`config.mk`:
```
export PLATFORM = sky130hd
export DESIGN_NAME = lsu_mem_ctrl
export DESIGN_NICKNAME = d
export VERILOG_FILES = /design/src/rtl/lsu_mem_ctrl.sv
export SDC_FILE = /design/constraint.sdc
export NUM_CORES = 1
export LEC_CHECK = 0
export BUFFER_PORTS_ARGS = -buffer_cell sky130_fd_sc_hd__buf_2
export CAP_MARGIN = 20
export CORE_MARGIN = 1
export CORE_UTILIZATION = 45
export DETAILED_ROUTE_END_ITERATION = 10
export PLACE_DENSITY = 0.8
export SYNTH_ARGS = -nofsm -noshare
export SYNTH_HDL_FRONTEND = slang
export SYNTH_SLANG_ARGS = --single-unit
```
`constraint.sdc`:
```
create_clock -name i_clk -period 11.8 [get_ports i_clk]
set_clock_uncertainty 0.1 [all_clocks]
set_input_delay 0.59 -clock i_clk [delete_from_list [all_inputs] [get_ports i_clk]]
set_output_delay 0.59 -clock i_clk [all_outputs]
set_load 0.03 [all_outputs]
```
`src/rtl/lsu_mem_ctrl.sv`:
```
// lsu_mem_ctrl: memory-stage load/store controller.
// Turns a MEM-stage load or store into one data-bus transaction with byte enables and
// lane-replicated store data, stalls the pipeline until the slave acks (or the access
// times out), then presents the raw read word, address and funct3 for load extension.
//
// Build option: define LSU_MISALIGN_TRAP_EN to complete misaligned halfword/word
// accesses immediately with o_err=1 and no bus request.

module lsu_mem_ctrl #(
    parameter int unsigned TIMEOUT = 255
) (
    input  logic        i_clk,
    input  logic        i_rst,
    input  logic        i_mem_valid,
    input  logic        i_is_load,
    input  logic        i_is_store,
    input  logic [2:0]  i_funct3,
    input  logic [31:0] i_addr,
    input  logic [31:0] i_wdata,
    output logic        o_stall,
    output logic        o_done,
    output logic [31:0] o_rdata,
    output logic [31:0] o_addr,
    output logic [2:0]  o_funct3,
    output logic        o_is_load,
    output logic        o_err,
    output logic        o_bus_req,
    output logic        o_bus_we,
    output logic [31:0] o_bus_addr,
    output logic [3:0]  o_bus_be,
    output logic [31:0] o_bus_wdata,
    input  logic        i_bus_ack,
    input  logic [31:0] i_bus_rdata
);

    typedef enum logic [1:0] {
        StIdle,
        StReq,
        StDone
    } state_e;

    // Last counter value allowed in REQ before the access is abandoned.
    localparam logic [15:0] TimeoutLast = 16'(TIMEOUT - 1);

    state_e      state_q, state_d;

    // Access captured at accept time; drives the bus while in REQ.
    logic [31:0] acc_addr_q;
    logic [2:0]  acc_funct3_q;
    logic        acc_load_q;
    logic        acc_we_q;
    logic [3:0]  acc_be_q;
    logic [31:0] acc_wdata_q;
    logic [15:0] cnt_q;

    // Completion results presented downstream.
    logic [31:0] rdata_q;
    logic [31:0] addr_q;
    logic [2:0]  funct3_q;
    logic        is_load_q;
    logic        err_q;

    logic        start;
    logic        misalign;
    logic        timeout_hit;
    logic        in_req;
    logic [3:0]  be_new;
    logic [31:0] wdata_new;

    assign start       = i_mem_valid & (i_is_load | i_is_store);
    assign timeout_hit = (cnt_q == TimeoutLast);
    assign in_req      = (state_q == StReq);

`ifdef LSU_MISALIGN_TRAP_EN
    // Halfwords need addr[0]=0, words need addr[1:0]=0; bytes are always aligned.
    always_comb begin
        misalign = 1'b0;
        if (i_funct3[1:0] == 2'b01) begin
            misalign = i_addr[0];
        end else if (i_funct3[1:0] == 2'b10) begin
            misalign = (i_addr[1:0] != 2'b00);
        end
    end
`else
    assign misalign = 1'b0;
`endif

    // Byte enables and lane-replicated store data; a load wins if both flags are set.
    always_comb begin
        be_new    = 4'b1111;
        wdata_new = 32'h0;
        if (!i_is_load) begin
            case (i_funct3[1:0])
                2'b00: begin
                    be_new    = 4'b0001 << i_addr[1:0];
                    wdata_new = {4{i_wdata[7:0]}};
                end
                2'b01: begin
                    be_new    = i_addr[1] ? 4'b1100 : 4'b0011;
                    wdata_new = {2{i_wdata[15:0]}};
                end
                default: begin
                    be_new    = 4'b1111;
                    wdata_new = i_wdata;
                end
            endcase
        end
    end

    // Next-state logic.
    always_comb begin
        state_d = state_q;
        unique case (state_q)
            StIdle: begin
                if (start) begin
                    state_d = misalign ? StDone : StReq;
                end
            end
            StReq: begin
                if (i_bus_ack || timeout_hit) begin
                    state_d = StDone;
                end
            end
            StDone: begin
                // MEM still shows the finished instruction here, so never re-accept.
                state_d = StIdle;
            end
            default: state_d = StIdle;
        endcase
    end

    // State register.
    always_ff @(posedge i_clk or posedge i_rst) begin
        if (i_rst) begin
            state_q <= StIdle;
        end else begin
            state_q <= state_d;
        end
    end

    // Capture the access on accept and count cycles spent in REQ.
    always_ff @(posedge i_clk or posedge i_rst) begin
        if (i_rst) begin
            acc_addr_q   <= 32'h0;
            acc_funct3_q <= 3'b000;
            acc_load_q   <= 1'b0;
            acc_we_q     <= 1'b0;
            acc_be_q     <= 4'b0000;
            acc_wdata_q  <= 32'h0;
            cnt_q        <= 16'h0;
        end else if (state_q == StIdle) begin
            cnt_q <= 16'h0;
            if (start) begin
                acc_addr_q   <= i_addr;
                acc_funct3_q <= i_funct3;
                acc_load_q   <= i_is_load;
                acc_we_q     <= ~i_is_load;
                acc_be_q     <= be_new;
                acc_wdata_q  <= wdata_new;
            end
        end else if (in_req) begin
            cnt_q <= cnt_q + 16'h1;
        end
    end

    // Completion results; held until the next access completes.
    always_ff @(posedge i_clk or posedge i_rst) begin
        if (i_rst) begin
            rdata_q   <= 32'h0;
            addr_q    <= 32'h0;
            funct3_q  <= 3'b000;
            is_load_q <= 1'b0;
            err_q     <= 1'b0;
        end else if (in_req && (i_bus_ack || timeout_hit)) begin
            // Ack takes priority over a timeout landing in the same cycle.
            rdata_q   <= (i_bus_ack && acc_load_q) ? i_bus_rdata : 32'h0;
            addr_q    <= acc_addr_q;
            funct3_q  <= acc_funct3_q;
            is_load_q <= acc_load_q;
            err_q     <= ~i_bus_ack;
        end else if ((state_q == StIdle) && start && misalign) begin
            rdata_q   <= 32'h0;
            addr_q    <= i_addr;
            funct3_q  <= i_funct3;
            is_load_q <= i_is_load;
            err_q     <= 1'b1;
        end
    end

    // Bus outputs are gated by REQ so reset drops them without waiting for a clock.
    always_comb begin
        o_bus_req   = in_req;
        o_bus_we    = in_req & acc_we_q;
        o_bus_addr  = in_req ? {acc_addr_q[31:2], 2'b00} : 32'h0;
        o_bus_be    = in_req ? acc_be_q : 4'b0000;
        o_bus_wdata = in_req ? acc_wdata_q : 32'h0;
    end

    // Pipeline handshake and result outputs.
    always_comb begin
        o_stall   = ((state_q == StIdle) && start) || in_req;
        o_done    = (state_q == StDone);
        o_rdata   = rdata_q;
        o_addr    = addr_q;
        o_funct3  = funct3_q;
        o_is_load = is_load_q;
        o_err     = err_q;
    end

endmodule

```
# Word level (Yosys, flattened, before mapping)
# Cells that the tools add are included.
# totals
regBits	160
input_bits	105
wordCells	50
# op_classes
add_sub_neg	1
eq_ne	6
shifts	1
mux	14
bitwise_logic	5
n_reduce_logical	10
# ops
operator	count
32-bit 2-to-1 mux	4
32-bit case mux with 2 select lines	1
16-bit 2-to-1 mux	2
16-bit by 1-bit adder with 16-bit output (second input constant)	1
16-bit by 8-bit == test with 1-bit output (second input constant)	1
4-bit 2-to-1 mux	3
4-bit case mux with 2 select lines	1
2-bit by 1-bit == test with 1-bit output (second input constant)	2
2-bit zero test	2
2-bit 2-to-1 mux	2
2-bit case mux with 2 select lines	1
2-bit AND reduction	2
1-bit by 2-bit left shift with 4-bit output (first input constant)	1
1-bit logical AND	3
1-bit AND	2
2-bit == test (second input constant)	1
1-bit logical OR	2
2-bit by 1-bit != test with 1-bit output (second input constant)	1
2-bit != test (second input constant)	1
1-bit NOT	2
2-bit nonzero test	1
1-bit OR	1

# Longest topological paths before layout
# Gate-level depths: netlist of run 1.
# depth
depth_word	4
ltp_mapped	7

# Least setup slack after synthesis of run 1
# Ideal clock, no wire load.
# synth_path
kind	input port to output port
startpoint	input i_is_load
endpoint	output o_stall
arrival_ps	2097
required_time_ps	11110
path_slack_ps	9013
cell_stages	5
n_path_buf	3
cell_sequence	clkbuf_1 -> o211ai_1 -> clkbuf_1 -> clkbuf_1 -> nand2_1
# synth_between
elab_chain_len	4
# synth_lines
item	line	text
start, declared	15	input logic i_is_load,
1-bit OR	70	assign start = i_mem_valid & (i_is_load | i_is_store);
1-bit AND	70	
1-bit logical AND	201	o_stall = ((state_q == StIdle) && start) || in_req;
1-bit logical OR	201	
end, declared	20	output logic o_stall,
# No other way between the ends.

# Worst setup path in the final report of run 1
# layout_path
startpoint	register state_q[1]
endpoint	output o_stall
# layout_between
elab_chain_len	3
elab_cells_between_ends	4
cone_classes	eq/ne (1); reduce/logical (3)
# layout_lines
item	line	text
start, declared	45	state_e state_q, state_d;
start signal, assigned	135	state_q <= StIdle;
start signal, assigned	137	state_q <= state_d;
2-bit zero test	201	
1-bit logical AND	201	
1-bit logical OR (*)	201	
# Mark *: on every way between the ends. The rest lies on a longest branch, timed or not.

==> run_results.csv, run 1 <==
group,metric,value,unit
outcome,status,"finished clean",
finish,fill_cells,1373,
run,drv_cap,0,
die,initial_core_util,46.43,%
route,vias,5302,
placement,io_buffers,243,
timing,rsz0062_at_grt,"false",
worst_setup_path,required,11110,ps
worst_setup_path,crit_type,"reg -> out",
synthesis,yosys_warnings,0,
clocking,post_cts_buffers,0,
worst_setup_path,cp_cell_sequence,"nor2_1 > o211ai_1 > buf_4 > nand2_1 > buf_2",
global_routing,grt_pass1_vias,5354,
route,viasPerCell,5.108,
finish,final_common_cell,"buf_2",
finish,final_cell_mix,"243 x buf_2, 160 x dfrtp_1, 67 x and2_1, 49 x mux2_2, 43 x nand2_1",
clocking,cts_resized,0,
worst_setup_path,worst-path-buf-inv,2,
die,core_area,15310,um2
worst_setup_path,arrival,2490,ps
global_routing,grt_pass1_wl,26.83,mm
route,drc,0,
timing,tns,0,ps
die,die_h,127.7,um
die,num_rows,45,
clocking,numClockSinks,160,
synthesis,yosys-top-cells-area,"dfrtp_1 56%, mux2_2 7.8%, mux2_4 5.9%, and2_1 5.9%, a22o_1 4.3%",
synthesis,synth_area,7111,um2
min_path,hold_class,"in -> async",
worst_setup_path,critPathLaunchType,"flip-flop",
worst_setup_path,cp_max_fo,38,
route,drt-wirelength-per-cell,16.21,um
timing,finalCritPeriodShare,26.95,%
timing,worst_pin_slew,896.9,ps
route,wl,16.83,mm
route,wl_met1,7.023,mm
timing,hold_violations,0,
clocking,cts-htree-levels,4,
worst_setup_path,max_stage_delay,690,ps
finish,num-nets-final,921,
die,die_w,127.7,um
route,drtIter0Drc,202,
synthesis,synth-async-reset-ratio,100.0,%
timing,setup_ws,8620,ps
synthesis,yosysTopAreaCell,"dfrtp_1",
route,met3_length,977,um
synthesis,seq_area_frac_synth,56.31,%
placement,place.gp.congestion,0.8362,
finish,area_delta_synth_final,27.45,%
clocking,clockBufferDepth,2,
power_and_ir_drop,vdd_drop_max,0.1049,mV
synthesis,syn_area_per_cell,12.15,um2
synthesis,yosysUniqueCellTypes,45,
synthesis,synth_cells,585,
placement,pre_cts_slack,8989,ps
placement,post-dp-hpwl,11.54,mm
synthesis,synth.top_cell.area_share,56.31,%
power_and_ir_drop,leakage,0.004624,uW
clocking,numCtsBuffers,17,
power_and_ir_drop,powerDensity,246.1,nW/um2
global_routing,grt_max_degree,91,
route,route.met2.wl,8.495,mm
global_routing,track_usage,21.19,%
timing,fmax,0.3145,GHz
finish,drive_gt1_share,44.14,%
die,die-area,16310,um2
clocking,cts_tree,"yes",
finish,utilization,59.17,%
timing,slew_viol_final,0,
clocking,cts_hold_buffers,0,
finish,design_area,9062,um2
clocking,clk-insertion-delay-late,410,ps
power_and_ir_drop,total_power,2231,uW
route,dr.pass1.iters,4,
timing,setup_viol,0,
route,highest_layer,"met4",
synthesis,synth-seq-cells,160,
global_routing,grt_overflow_total,0,
clocking,cts-root-buf,"clkbuf_16",
route,final_antenna_net_count,0,
worst_setup_path,end_kind,"output pin",
timing,relSlewSlack,40.21,%
die,io_pins,246,
worst_setup_path,crit_family,"simple AND/OR/NAND/NOR gates",
placement,placed_area,8453,um2
global_routing,antenna_found_initial,0,
synthesis,synth_edf_count,0,
worst_setup_path,cp_slowest_cell,"nor2_1",
clocking,clkTransAtPathRegs,60,ps
finish,n_antenna_cell,0,
timing,finalCriticalPeriod,3180,ps
synthesis,ys.flop_type,"dfrtp_1",
## registers in the layout (all words and copies together), names as in the netlist, 2 cells and up
name / flops
acc_addr_q: 32
acc_funct3_q: 3
o_addr: 32
cnt_q: 16
o_funct3: 3
acc_be_q: 4
o_rdata: 32
state_q: 2
acc_wdata_q: 32
## report_power, final
| part | total [uW] | internal, uW | switching, uW |
|---|---|---|---|
| Combinational | 839 | 320 | 520 |
| Clock | 541 | 314 | 227 |
| Sequential | 850 | 739 | 111 |
## worst register-to-register path, stage by stage, from the launching register on
cell and delay [ps]:
dfrtp_1 420, inv_1 80, ha_1 150, or3b_2 470, o41ai_2 310, nand2_2 320, buf_4 460, mux2_4 420
## final timing paths
kind,startpoint,slack [ps],to,cells past startpoint
setup / recovery,state_q[1],8620,o_stall,5
hold / removal,i_rst,210,acc_wdata_q[24],2
setup reg to reg,cnt_q[0],8950,o_addr[14],7
hold reg to reg,acc_wdata_q[4],370,acc_wdata_q[4],2
max in group asynchronous,i_rst,9920,acc_funct3_q[1],3
min in group i_clk,i_bus_ack,280,o_err,2
## synthesized netlist by cell type (all sizes together), types with 12 or more instances
cell and instances:
a22o 35, mux2 77, nor2 19, and2 67, dfrtp 160, o31ai 21
nor2b 12, o21ai 24, nand2 44, mux2i 15, clkbuf 30
## area by class of cell
| class | instances | area (um2) | share of cell area [%] |
|---|---|---|---|
| timing repair buffer | 249 | 1279 | 14.11 |
| inverter | 9 | 38.79 | 0.4280 |
| clock inverter | 15 | 158.9 | 1.753 |
| tap | 211 | 264.0 | 2.913 |
| multi-input combinational | 377 | 2893 | 31.92 |
| sequential | 160 | 4004 | 44.18 |
| clock buffer | 17 | 425.4 | 4.694 |
## layer usage
| metal | vias to the layer above | global-route usage (%) |
|---|---|---|
| met5 | - | 0 |
| met4 | 0 | 7.336 |
| met3 | 25 | 5.551 |
| met2 | 181 | 37.13 |
| met1 | 2615 | 25.26 |
| li1 | 2481 | - |
## cell families after synthesis
| family | after synthesis | synth area share [%] |
|---|---|---|
| fa+ha+maj | 2 | 0.3519 |
| simple gates | 173 | 13.16 |
| other cells | 1 | 0.05274 |
| buf+inv | 49 | 3.062 |
| xor+xnor | 9 | 1.109 |
| mux | 92 | 15.78 |
| compound gates | 99 | 10.17 |
| flops | 160 | 56.31 |
## through the flow
step                hold WS (ps)  cells
floorplan                  340.2    586
global placement           352.2   1005
detailed placement         357.5   1005
CTS                        248.3   1037
global route               275.1   1038
finish                     211.0   1038
Power figures use the tool's default switching activity.
==> run 2, diff against run 1 <==
--- a/config.mk
+++ b/config.mk
@@ -5,12 +5,13 @@
 export SDC_FILE = /design/constraint.sdc
 export NUM_CORES = 1
 export LEC_CHECK = 0
+export ABC_AREA = 1
 export BUFFER_PORTS_ARGS = -buffer_cell sky130_fd_sc_hd__buf_2
 export CAP_MARGIN = 20
 export CORE_MARGIN = 1
 export CORE_UTILIZATION = 45
 export DETAILED_ROUTE_END_ITERATION = 10
-export PLACE_DENSITY = 0.8
+export PLACE_DENSITY = 0.82
 export SYNTH_ARGS = -nofsm -noshare
 export SYNTH_HDL_FRONTEND = slang
 export SYNTH_SLANG_ARGS = --single-unit
==> constraint.sdc (replaced) <==
create_clock -name i_clk -period 2.65 [get_ports i_clk]
set_clock_uncertainty 0.1 [all_clocks]
set_input_delay 0.1325 -clock i_clk [delete_from_list [all_inputs] [get_ports i_clk]]
set_output_delay 0.1325 -clock i_clk [all_outputs]
set_load 0.03 [all_outputs]
==> run 2 against run 1 <==
  * Global-route usage increased by 4.6 points
  * Sequential cell count unchanged
  * Core utilization increased by 4.7 points
  * Largest power group is now combinational logic
  * Highest routed layer unchanged
==> run_results.csv, run 2 <==
group,metric,value,unit
global_routing,grt_max_degree,161,
synthesis,synth_cells,872,
run,drv_cap,0,
route,drc,0,
finish,drive_gt1_share,25.12,%
synthesis,synth-seq-cells,160,
min_path,min_path_cells,3,
power_and_ir_drop,total_power,9996,uW
timing,slew_viol_final,0,
timing,setup_viol,0,
route,wl,21.32,mm
route,dr.pass1.iters,5,
finish,ff_latch_area,4004,um2
placement,io_buffers,243,
min_path,hold_class,"in -> reg",
power_and_ir_drop,vdd_drop_max,0.5133,mV
die,die_h,129.3,um
worst_setup_path,arrival,1980,ps
power_and_ir_drop,intPower,5796,uW
clocking,clockBufferDepth,2,
timing,rsz0062_at_grt,"false",
die,core_area,15830,um2
synthesis,seq_area_frac_synth,54.90,%
die,io_pins,246,
timing,tns,0,ps
worst_setup_path,end_kind,"output pin",
synthesis,yosysUniqueCellTypes,38,
synthesis,synth_edf_count,0,
min_path,worstHoldStart,"i_funct3[1]",
finish,stdcell_count,1423,
placement,place.gp.congestion,0.8690,
global_routing,grt_overflow_total,0,
clocking,cts-root-buf,"clkbuf_16",
power_and_ir_drop,p_seq_share,37.3,%
clocking,cts_tree,"yes",
route,drt-wirelength-per-cell,14.98,um
worst_setup_path,rr_worst_depth,6,
synthesis,ys_top_cells_by_count,"251 x nand2_1, 160 x dfrtp_1, 102 x nor2_1",
finish,area_delta_synth_final,38.63,%
synthesis,synth.top_cell.area_share,54.90,%
global_routing,grt_pass1_vias,6803,
placement,post-dp-hpwl,12.59,mm
worst_setup_path,rr_startpoint,"state_q[0]",
route,drtIter0Drc,454,
synthesis,ys.flop_type,"dfrtp_1",
finish,multi_input_area,2577,um2
clocking,cts-htree-levels,4,
power_and_ir_drop,clockPowerShare,24.0,%
synthesis,synth_area,7293,um2
route,viasPerCell,5.096,
placement,dp_cells,1290,
worst_setup_path,crit_type,"reg -> out",
power_and_ir_drop,comb_power_share,38.6,%
synthesis,synth-async-reset-ratio,100.0,%
worst_setup_path,rrSetupSlack,630,ps
min_path,min_to,"acc_be_q[2]",
worst_setup_path,rr_endpoint,"o_rdata[6]",
finish,final_cell_mix,"251 x nand2_1, 243 x buf_2, 160 x dfrtp_1, 102 x nor2_1, 100 x dlygate4sd3_1",
clocking,post_cts_buffers,0,
outcome,status,"finished clean",
clocking,numClockSinks,160,
clocking,numCtsBuffers,17,
timing,finalCriticalPeriod,2214,ps
finish,final_common_cell,"nand2_1",
clocking,cts_hold_buffers,100,
die,die-area,16720,um2
synthesis,yosys_warnings,0,
clocking,cts_resized,0,
power_and_ir_drop,leakage,0.005486,uW
synthesis,yosys-top-cells-area,"dfrtp_1 55%, nand2_1 13%, nor2_1 5.2%, inv_1 4.5%, nand3_1 3.1%",
timing,finalCritPeriodShare,83.56,%
clocking,clkTransAtPathRegs,60,ps
die,initial_core_util,46.08,%
power_and_ir_drop,sw_frac_of_total,42.02,%
worst_setup_path,cp_max_fo,51,
route,final_antenna_net_count,0,
finish,num-nets-final,1300,
finish,fill_cells,1235,
timing,fmax,0.4516,GHz
die,die_w,129.3,um
timing,hold_violations,0,
die,num_rows,46,
timing,relSlewSlack,38.78,%
route,vias,7252,
synthesis,syn_area_per_cell,8.364,um2
power_and_ir_drop,power.switching,4200,uW
global_routing,grt_pass1_wl,33.32,mm
global_routing,antenna_found_initial,1,
worst_setup_path,required,2420,ps
power_and_ir_drop,powerDensity,988.6,nW/um2
synthesis,yosysMostFrequentCell,"nand2_1",
synthesis,yosysTopAreaCell,"dfrtp_1",
global_routing,track_usage,25.75,%
timing,worst_pin_slew,918.3,ps
worst_setup_path,critPathLaunchType,"flip-flop",
clocking,clk-insertion-delay-late,420,ps
-- run 2: how the worst max path moves through the flow --
stage,start,end
after global placement,state_q[0],o_funct3[1]
after detailed placement,state_q[0],o_addr[0]
after CTS,state_q[1],o_stall
after global routing,state_q[1],o_stall
after floorplan,i_rst,acc_addr_q[0]
final,state_q[0],o_bus_wdata[18]
-- run 2: final cells by class --
cell class,count,share of cell area [%]
timing repair buffer,353,22.92
multi-input combinational,565,25.49
tap,216,2.673
antenna,1,0.02475
clock buffer,23,4.628
inverter,96,3.601
sequential,160,39.60
clock inverter,9,1.064
-- run 2: worst max-delay path, cell delays in order (launching register included) --
cell,delay (ps)
dfrtp_1,450
inv_1,130
nor2_4,40
inv_2,310
buf_12,300
nor2_1,110
buf_2,200
-- run 2: metrics by stage --
step / area [um2] / worst slack [ps] / util [%] / hold WS [ps]
2_1_floorplan: 7301 / 388.7 / - / 145.7
3_3_place_gp: 8532 / 708.5 / 53.91 / 236.9
3_5_place_dp: 8532 / 653.6 / 53.91 / 240.8
4_1_cts: 10110 / 439.5 / 63.87 / 76.07
5_1_grt: 10110 / 311.2 / 63.88 / 116.7
6_report: 10110 / 435.8 / 63.88 / 100.5
-- run 2: kinds of logic after synthesis --
family | after synthesis | synth area share [%]
multiplexers | 5 | 0.6863
flip-flops | 160 | 54.90
AO/OA/AOI/OAI | 105 | 7.892
AND/OR/NAND/NOR | 451 | 26.32
adder cells (fa/ha/maj) | 2 | 0.3431
buffers and inverters | 148 | 9.813
other | 1 | 0.05142
-- run 2: per-layer routing --
| metal | GRT usage (%) | up-vias | share of wire (%) |
|---|---|---|---|
| met2 | 43.71 | 374 | 49 |
| met5 | 0 | - | 0 |
| li1 | - | 3403 | - |
| met4 | 12.66 | 0 | 4.1 |
| met1 | 30.59 | 3391 | 40 |
| met3 | 6.317 | 84 | 7.2 |
-- run 2: power by group through the flow --
stage / Sequential [uW] / Combinational, uW / Clock [uW]
CTS: 3720 / 3830 / 2450
finish: 3730 / 3860 / 2400
global route: 3820 / 4180 / 2540
floorplan: 4640 / 1670 / 0
global placement: 3720 / 3630 / 0
detailed placement: 3740 / 3700 / 0
==> run 3, diff against run 2 <==
--- a/config.mk
+++ b/config.mk
@@ -5,13 +5,13 @@
 export SDC_FILE = /design/constraint.sdc
 export NUM_CORES = 1
 export LEC_CHECK = 0
-export ABC_AREA = 1
+export ABC_AREA = 0
 export BUFFER_PORTS_ARGS = -buffer_cell sky130_fd_sc_hd__buf_2
 export CAP_MARGIN = 20
 export CORE_MARGIN = 1
 export CORE_UTILIZATION = 45
 export DETAILED_ROUTE_END_ITERATION = 10
-export PLACE_DENSITY = 0.82
+export PLACE_DENSITY = 0.83
 export SYNTH_ARGS = -nofsm -noshare
 export SYNTH_HDL_FRONTEND = slang
 export SYNTH_SLANG_ARGS = --single-unit
==> constraint.sdc (replaced) <==
create_clock -name i_clk -period 1.95 [get_ports i_clk]
set_clock_uncertainty 0.1 [all_clocks]
set_input_delay 0.0975 -clock i_clk [delete_from_list [all_inputs] [get_ports i_clk]]
set_output_delay 0.0975 -clock i_clk [all_outputs]
set_load 0.03 [all_outputs]
==> run 3 against run 2 <==
  * The run now ends with negative setup slack left
  * Cell count shrank 17%
  * Global-route usage is 0.71 points higher
  * Hold slack better by 13 ps
  * Via count fell by 16%
  * Critical path type is now reg -> reg
  * Largest cell class unchanged
  * Largest power group unchanged
==> run_results.csv, run 3 (same netlist as run 1, synthesis figures left out) <==
group,metric,value,unit
outcome,status,"finished with violations",
outcome,violations,"negative setup slack",
clocking,cts-htree-levels,4,
timing,worst_pin_slew,516.9,ps
die,die_w,127.7,um
clocking,clockBufferDepth,2,
min_path,worstHoldStart,"i_funct3[0]",
finish,drive_gt1_share,42.56,%
timing,setup_viol,69,
worst_setup_path,required,2140,ps
timing,fmax,0.4239,GHz
route,viasPerCell,5.182,
global_routing,grt_pass1_vias,6312,
die,io_pins,246,
die,die-area,16310,um2
die,die_h,127.7,um
worst_setup_path,critPathLaunchType,"flip-flop",
power_and_ir_drop,vdd_drop_max,0.6878,mV
finish,num-nets-final,1063,
placement,place.gp.congestion,0.7839,
clocking,clkTransAtPathRegs,60,ps
finish,final_common_cell,"buf_2",
global_routing,grt_max_degree,96,
finish,area_delta_synth_final,50.85,%
timing,rsz0062_at_grt,"true",
die,core_area,15310,um2
die,initial_core_util,46.43,%
timing,hold_violations,0,
worst_setup_path,crit_type,"reg -> reg",
timing,finalCritPeriodShare,121.0,%
die,num_rows,45,
timing,setup_ws,-409.1,ps
global_routing,track_usage,26.46,%
clocking,numCtsBuffers,17,
worst_setup_path,cp_max_fo,29,
worst_setup_path,rr_endpoint,"o_addr[9]",
worst_setup_path,rr_worst_depth,5,
worst_setup_path,end_kind,"flip-flop",
power_and_ir_drop,powerDensity,1329,nW/um2
min_path,min_path_cells,2,
route,drtIter0Drc,297,
timing,finalCriticalPeriod,2359,ps
power_and_ir_drop,leakage,0.005403,uW
timing,relSlewSlack,65.54,%
worst_setup_path,rr_startpoint,"cnt_q[10]",
global_routing,grt_pass1_wl,32.66,mm
route,wl,21.40,mm
placement,io_buffers,243,
min_path,min_to,"acc_funct3_q[0]",
clocking,clk-insertion-delay-late,410,ps
placement,post-dp-hpwl,12.08,mm
clocking,numClockSinks,160,
route,vias,6110,
clocking,cts_tree,"yes",
finish,n_antenna_cell,0,
worst_setup_path,arrival,2550,ps
min_path,hold_class,"in -> reg",
route,dr.pass1.iters,5,
power_and_ir_drop,total_power,14260,uW
route,drc,0,
run,drv_cap,0,
finish,final_cell_mix,"231 x buf_2, 158 x dfrtp_1, 99 x dlygate4sd3_1, 67 x and2_1, 43 x nand2_1",
global_routing,antenna_found_initial,0,
timing,tns,-25230,ps
worst_setup_path,rrSetupSlack,-410,ps
route,final_antenna_net_count,0,
global_routing,grt_overflow_total,0,
placement,pre_cts_slack,-372.0,ps
timing,slew_viol_final,0,
clocking,cts-root-buf,"clkbuf_16",
route,drt-wirelength-per-cell,18.15,um
-- run 3: changes by cell type in the layout (fill, tap and decap cells not counted), sizes merged, moves of 12 or more --
cell	delta
buf	+28
a22o	+35
o22ai	-19
nand4	-30
mux2	+77
inv	-84
nor2	-92
o31ai	+21
nand2	-211
o21ai	-41
and2	+67
nor2b	+12
nand3	-43
-- run 3: how the worst max path moves through the flow --
stage	from	end	slack, ps	cells after the start
global route	cnt_q[10]	o_addr[3]	-470	5
global placement	cnt_q[0]	o_addr[26]	-350	8
CTS	cnt_q[10]	o_addr[9]	-390	5
floorplan	i_rst	acc_addr_q[0]	-280	1
finish	cnt_q[10]	o_addr[9]	-410	5
detailed placement	cnt_q[0]	o_addr[9]	-370	7
-- run 3: through the flow --
step | std cells | hold WS (ps) | utilization (%) | instance area [um2]
6_report | 1179 | 113.6 | 70.04 | 10730
5_1_grt | 1179 | 109.9 | 70.04 | 10730
4_1_cts | 1173 | 90.27 | 69.09 | 10580
3_5_place_dp | 1036 | 159.4 | 57.61 | 8823
3_3_place_gp | 1036 | 158.3 | 57.61 | 8823
2_1_floorplan | 586 | 83.38 | - | 7181
-- run 3: final cells by class --
type / instances / area, um2
inverter: 9 / 62.56
sequential: 160 / 4006
clock inverter: 12 / 111.4
timing repair buffer: 390 / 2856
fill: 1085 / 4588
timing repair inverter: 1 / 16.27
tap: 211 / 264.0
multi-input combinational: 377 / 2957
clock buffer: 19 / 452.9
-- run 3: report_power, final --
group          internal, uW  total (uW)  switching [uW]  leakage [uW]
Combinational          2440        5860            3420       0.00312
Clock                  1830        3180            1350      0.000277
Sequential             4480        5220             742       0.00200
Total                  8750       14300            5510       0.00540
-- run 3: worst max-delay path, stage by stage (launching register included) --
cell and delay, ps:
dfrtp_1 370, or4b_4 570, o41ai_4 480, nand2_4 150, buf_16 220, mux2_4 320
-- run 3: metal layers --
layer / global-route usage [%] / vias to the layer above / part of all wire [%]
met5: 0 / - / 0
met4: 9.827 / 0 / 2.2
met3: 6.886 / 38 / 7.3
met2: 47.67 / 276 / 52
met1: 30.19 / 3015 / 38
li1: - / 2781 / -
-- run 3: timing repair --
action / CTS / global route
hold buffers: 99 / 0
setup endpoints to repair: 138 / 137
buffers inserted: 2 / 3
endpoints found under the hold margin: 262 / 0
gates resized for setup: 21 / 15
cloned: 5 / 3
pin swaps: 1 / 1
